$ cat config.mk
export PLATFORM = sky130hd
export DESIGN_NAME = instr_fetch
export DESIGN_NICKNAME = d
export VERILOG_FILES = /design/src/rtl/instr_fetch.sv
export SDC_FILE = /design/constraint.sdc
export NUM_CORES = 1
export LEC_CHECK = 0
export BUFFER_PORTS_ARGS = -buffer_cell sky130_fd_sc_hd__buf_2
export CELL_PAD_IN_SITES_DETAIL_PLACEMENT = 1
export CELL_PAD_IN_SITES_GLOBAL_PLACEMENT = 1
export CORE_MARGIN = 4
export CORE_UTILIZATION = 36
export CTS_CLUSTER_DIAMETER = 30
export CTS_CLUSTER_SIZE = 24
export DETAILED_ROUTE_END_ITERATION = 12
export PLACE_DENSITY_LB_ADDON = 0.1
export SYNTH_ARGS = -nofsm -noshare
export SYNTH_HDL_FRONTEND = slang
export SYNTH_SLANG_ARGS = --single-unit
$ cat constraint.sdc
create_clock -name clk -period 2.4 [get_ports clk]
set_input_delay 0.48 -clock clk [delete_from_list [all_inputs] [get_ports clk]]
set_output_delay 0.48 -clock clk [all_outputs]
set_load 0.03 [all_outputs]
$ cat src/rtl/instr_fetch.sv
// Instruction fetch unit: reads one- or two-word instructions from a 16-bit
// memory port and presents them to the decoder, with redirect and drain support.
module instr_fetch (
  input  logic        clk,
  input  logic        rst,
  output logic [15:0] mem_addr,
  output logic        mem_rd,
  input  logic [15:0] mem_rdata,
  input  logic        mem_ready,
  input  logic        pc_load,
  input  logic [15:0] pc_load_addr,
  output logic [15:0] instruction,
  output logic [15:0] immediate,
  output logic        ext_word,
  output logic [15:0] instr_pc,
  output logic        instr_valid,
  input  logic        instr_ack
);

  typedef enum logic [2:0] {
    FETCH_OP,
    WAIT_OP,
    FETCH_IMM,
    WAIT_IMM,
    PRESENT,
    DRAIN
  } state_t;

  state_t      state, state_nxt;
  logic [15:0] pc, pc_nxt;
  logic [15:0] op_q, op_nxt;
  logic [15:0] imm_q, imm_nxt;
  logic [15:0] ipc_q, ipc_nxt;

  always_ff @(posedge clk) begin
    if (rst) begin
      state <= FETCH_OP;
      pc    <= 16'h0000;
      op_q  <= 16'h0000;
      imm_q <= 16'h0000;
      ipc_q <= 16'h0000;
    end else begin
      state <= state_nxt;
      pc    <= pc_nxt;
      op_q  <= op_nxt;
      imm_q <= imm_nxt;
      ipc_q <= ipc_nxt;
    end
  end

  always_comb begin
    state_nxt = state;
    pc_nxt    = pc;
    op_nxt    = op_q;
    imm_nxt   = imm_q;
    ipc_nxt   = ipc_q;
    if (pc_load) begin
      // A redirect with a read still in flight must swallow that response first.
      pc_nxt = {pc_load_addr[15:1], 1'b0};
      case (state)
        WAIT_OP, WAIT_IMM, DRAIN: state_nxt = mem_ready ? FETCH_OP : DRAIN;
        default:                  state_nxt = FETCH_OP;
      endcase
    end else begin
      case (state)
        FETCH_OP:  state_nxt = WAIT_OP;
        WAIT_OP: begin
          if (mem_ready) begin
            op_nxt    = mem_rdata;
            ipc_nxt   = pc;
            imm_nxt   = 16'h0000;
            pc_nxt    = pc + 16'd2;
            state_nxt = mem_rdata[15] ? FETCH_IMM : PRESENT;
          end
        end
        FETCH_IMM: state_nxt = WAIT_IMM;
        WAIT_IMM: begin
          if (mem_ready) begin
            imm_nxt   = mem_rdata;
            pc_nxt    = pc + 16'd2;
            state_nxt = PRESENT;
          end
        end
        PRESENT: begin
          if (instr_ack) state_nxt = FETCH_OP;
        end
        DRAIN: begin
          if (mem_ready) state_nxt = FETCH_OP;
        end
        default:   state_nxt = FETCH_OP;
      endcase
    end
  end

  // Decoder handshake: a transfer happens in a cycle where instr_valid and
  // instr_ack are both 1; payload is held stable while instr_valid=1 and
  // instr_ack is ignored otherwise. Outputs are forced to zero while rst=1.
  assign mem_rd      = ~rst & ~pc_load & ((state == FETCH_OP) || (state == FETCH_IMM));
  assign mem_addr    = rst ? 16'h0000 : pc;
  assign instr_valid = ~rst & (state == PRESENT);
  assign instruction = rst ? 16'h0000 : op_q;
  assign immediate   = rst ? 16'h0000 : imm_q;
  assign ext_word    = ~rst & op_q[15];
  assign instr_pc    = rst ? 16'h0000 : ipc_q;

endmodule

# [Word level (Yosys, flattened, before mapping)]
# Index checks and enable logic that the tools add are counted.
[word_totals] regBits=67 input_bits=37 output_inout_bits=67 elab_cells=56
[classes] n_addsub=1 n_eq_ne=11 mux=19 n_bitwise=6 reduce_logical=13
[ops] cell="2-to-1 mux 16 bit" count=9
[ops] cell="one-hot mux 16 bit (2 select lines)" count=1
[ops] cell="2-to-1 mux 3 bit" count=8
[ops] cell="one-hot mux 3 bit (6 select lines)" count=1
[ops] cell="adder 16 x 2 -> 16 bit, second input constant" count=1
[ops] cell="inequality test 3 bit, second input constant" count=4
[ops] cell="AND reduction 4 bit" count=2
[ops] cell="== test 3 x 2 -> 1 bit, second input constant" count=2
[ops] cell="== test 3 bit, second input constant" count=2
[ops] cell="nonzero test 2 bit" count=3
[ops] cell="bitwise AND 1 bit" count=4
[ops] cell="inequality test 2 bit, second input constant" count=2
[ops] cell="AND reduction 2 bit" count=2
[ops] cell="OR reduction 2 bit" count=2
[ops] cell="== test 3 x 1 -> 1 bit, second input constant" count=1
[ops] cell="logical NOT 3 bit" count=1
[ops] cell="AND reduction 3 bit" count=1
[ops] cell="OR reduction 3 bit" count=1
[ops] cell="inverter 1 bit" count=2
[ops] cell="logical OR 1 bit" count=1

# [Depth between registers and ports, before layout]
[depth] word_depth=4 depth_mapped=7 ltp_nobuf=5

# [Least setup slack after synthesis]
# Ideal clock, no wire load.
[synth_timing] path_type="input -> output" from="input rst" to="output mem_rd" arrival_time_ns=1.766 t_required_ns=1.920 path_slack_ns=0.154 stages=3 n_path_buf=2 cell_sequence="clkbuf_1 -> clkbuf_1 -> nor4_1"
[synth_via] elab_chain_cells=3
[synth_lines] element="start, declared" line="5" source="input logic rst,"
[synth_lines] element="inverter 1 bit" line="98" source="assign mem_rd = ~rst & ~pc_load & ((state == FETCH_OP) || (state == FETCH_IMM));"
[synth_lines] element="bitwise AND 1 bit (2 in series)" line="98"
[synth_lines] element="end, declared" line="7" source="output logic mem_rd,"
# No other way between the ends.

# [Final worst setup path]
[layout_timing] from="register state[0]" to="register pc[14]"
[layout_via] elab_chain_cells=4 word_cells_on_any_way=5 classes_between="eq/ne: 2; reduce/logical: 3"
[layout_lines] element="start, declared" line="29" source="state_t state, state_nxt;"
[layout_lines] element="start signal, assigned" line="43" source="state <= state_nxt;"
[layout_lines] element="== test 3 x 2 -> 1 bit or == test 3 x 1 -> 1 bit (tied branches)" line="65" source="case (state)"
[layout_lines] element="OR reduction 2 bit (no line) *"
[layout_lines] element="nonzero test 2 bit (no line) *"
[layout_lines] element="AND reduction 2 bit (no line) *"
[layout_lines] element="end signal, assigned" line="44" source="pc <= pc_nxt;"
[layout_lines] element="end, declared" line="30" source="logic [15:0] pc, pc_nxt;"
# Every way passes the cells marked *; elsewhere a longest branch is shown, timed or not.
# A chain may end at the register's enable or synchronous reset.

==> out/metrics.yaml <==
drive_above_1_share_pct: 26.5
dominantRegCellSynth: "dfxtp_1"
cts_root_buf: "clkbuf_8"
pwr-share-comb_pct: 10.6
critPathLaunch: "state[0]$_SDFFE_PP0P_"
power.density_nw_per_um2: 618
cp_slowest_cell: "dfxtp_1"
power_mw: 2.44
cts_sinks: 65
cts-resized-gates: 0
max_stage_delay_ns: 0.63
critPathBufInv: 0
maxSlewViolCount: 0
grt_pass1_wl_um: 15100
track_usage_pct: 18.4
hold_start: "mem_rdata[1]"
tns_ns: 0
final_cells: 606
io_pins: 104
syn_area_sq_um: 3110
hold_depth: 3
diodes: 0
leakagePower_nw: 1.67
holdCritPathClass: "primary input to register"
ys_seq_area_share_pct: 41.8
vdd_drop_max_v: 0.000256
critical_path_peak_fanout: 13
required_ns: 2.64
post_cts_buffers: 0
routed-via-count: 3057
grt_start_max_net_pins: 42
holdPathEnd: "op_q[1]$_SDFFE_PP0P_"
hold_viol_final: 0
wl_um: 8970
status: "finished, final reports clean"
worstPathCellList: "and4b_2, nand4_4, or4_1, a311oi_1"
ys_async_sr_fraction_pct: 0
swShare_pct: 25.8
clkLatencyLatePin_ns: 0.33
nets: 534
core_area_sq_um: 8300
postCtsHoldBufs: 0
avgSynthCellArea_sq_um: 7.65
clkTransAtPathRegs_ns: 0.08
p_switching_mw: 0.630
grt_setup_unrepaired: "false"
drt_iter0_drc: 102
p_int_mw: 1.82
drtAntennaViolNets: 0
endpoint_kind: "register"
gr-total-overflow: 0
crit_type: "register to register"
skew_ns: 0.0102
ys_ff_latch: 65
die_w_um: 101
clock_path_buffers: 2
dpl.cell_count: 590
place.gp.congestion: 0.729
min_period_over_period_pct: 86.9
rows: 33
fin_hold_ws_ns: 0.393
finalCriticalPeriod_ns: 2.09
dieArea_sq_um: 10200
ys.warnings.count: 0
port_buffers: 100
maxCapViolations: 0
fmax_mhz: 479
drtPass1Iterations: 4
antenna_found_initial: 0
hpwl_um: 6340
yosysUniqueCellTypes: 44
fp.dieH_um: 101
wl_per_cell_um: 14.8
reg2reg_slack_ns: 0.31
arrival_ns: 2.32
reg2reg_depth: 4
cts_tree: "done"
r2r_start: "state[0]$_SDFFE_PP0P_"
max_slew.worst_pin.slew_ns: 0.515
grt_pass1_vias: 3209
slew_headroom_pct: 65.6
post-route-drc-count: 0
synth_cells: 407
setup_viol_count_final: 0
power_frac_seq_pct: 46.8
start_util_pct: 37.5
start_kind: "register"
synth_edf_count: 0
layout_setup_ws_ns: 0.314
p_clk_share_pct: 42.6
crit_family: "simple AND/OR/NAND/NOR gates"
h-tree-depth: 3
cts-buffers-inserted: 9
vias_per_cell: 5.04
syn2layout_area_growth_pct: 27.1
pre_cts_ws_ns: 0.333
rr_endpoint: "pc[14]$_SDFFE_PP0P_"
## how the worst max path moves through the flow
| stage | to | slack (ns) | depth (start not counted) |
|---|---|---|---|
| finish | pc[14]$_SDFFE_PP0P_ | 0.31 | 4 |
| floorplan | mem_rd | 0.15 | 3 |
| CTS | pc[14]$_SDFFE_PP0P_ | 0.30 | 4 |
| detailed placement | pc[14]$_SDFFE_PP0P_ | 0.33 | 4 |
| global route | pc[14]$_SDFFE_PP0P_ | 0.18 | 4 |
| global placement | pc[14]$_SDFFE_PP0P_ | 0.47 | 4 |
## routing by layer
| layer | vias to the layer above | global-route usage, % | part of all wire [%] |
|---|---|---|---|
| li1 | 1525 | - | - |
| met1 | 1452 | 22.2 | 44 |
| met2 | 67 | 31.8 | 49 |
| met3 | 13 | 3.88 | 5.0 |
| met4 | 0 | 7.06 | 1.9 |
| met5 | - | 0 | 0 |
## stage by stage
| stage | utilization, % | area (sq um) |
|---|---|---|
| CTS | 47.6 | 3950 |
| floorplan | - | 3120 |
| global route | 47.6 | 3950 |
| finish | 47.6 | 3950 |
| global placement | 45.0 | 3730 |
| detailed placement | 45.0 | 3730 |
## power by group through the flow
stage | Combinational (mW) | Sequential, mW | Clock [mW]
4_1_cts | 0.264 | 1.14 | 1.07
5_1_grt | 0.287 | 1.15 | 1.13
6_report | 0.259 | 1.14 | 1.04
2_1_floorplan | 0.175 | 1.15 | 0
3_5_place_dp | 0.262 | 1.17 | 0
3_3_place_gp | 0.258 | 1.17 | 0
## state kept, by name, indices dropped and copies added (netlist names)
name,count
ipc_q,15
state,3
imm_q,16
op_q,16
pc,15
## synthesized netlist by cell type (all sizes together) (2+ instances only)
cell type  count  area share (%)
a211oi         6             1.4
a21oi         53             8.5
a311oi         3            0.84
buf           10             1.8
clkbuf        25             3.0
dfxtp         65              42
inv            6            0.72
nand2         89              11
nand2b         4            0.80
nand3         22             3.5
nand4          2            0.88
nor2          17             2.1
nor2b         60              12
nor3           4            0.64
nor4           4            0.80
o21ai          2            0.32
o311a          2            0.64
or3            2            0.40
or4            3            0.72
xnor2          7             2.0
## area by class of cell
cell class | instances | area [sq um]
fillers | 1070 | 4350
multi-input cells | 302 | 1660
flip-flops and latches | 65 | 1300
repair buffers | 112 | 618
clock buffers | 11 | 141
well taps | 105 | 131
clock inverters | 5 | 78.8
inverters | 6 | 22.5
## cell usage in the layout, fill, tap and decap left out, drive strengths merged, types with 2 or more instances in the layout
| cell type | instances |
|---|---|
| buf | 112 |
| nand2 | 89 |
| dfxtp | 65 |
| nor2b | 60 |
| a21oi | 53 |
| nand3 | 22 |
| nor2 | 17 |
| clkbuf | 11 |
| xnor2 | 7 |
| inv | 6 |
| a211oi | 6 |
| nor4 | 4 |
| nand2b | 4 |
| nor3 | 4 |
| a311oi | 3 |
| or4 | 3 |
| clkinv | 3 |
| o21ai | 2 |
| or3 | 2 |
| o311a | 2 |
| conb | 2 |
| bufinv | 2 |
| nand4 | 2 |
## worst reg2reg max path: cells and delay by family (launching register included)
family	cells	cell delay, ns
AOI/OAI and AO/OA	1	0.29
DFF	1	0.63
and+or+nand+nor	3	1.06
## cells by family after synthesis
kind of cell / after synthesis / share of synthesized area, %
AND/OR/NAND/NOR: 216 / 35.6
AO/OA/AOI/OAI: 73 / 13.6
flip-flops: 65 / 41.8
buffers and inverters: 41 / 5.51
XOR/XNOR: 8 / 2.25
multiplexers: 2 / 0.684
adder cells (fa/ha/maj): 1 / 0.402
other: 1 / 0.121
(Power assumes the default switching activity.)
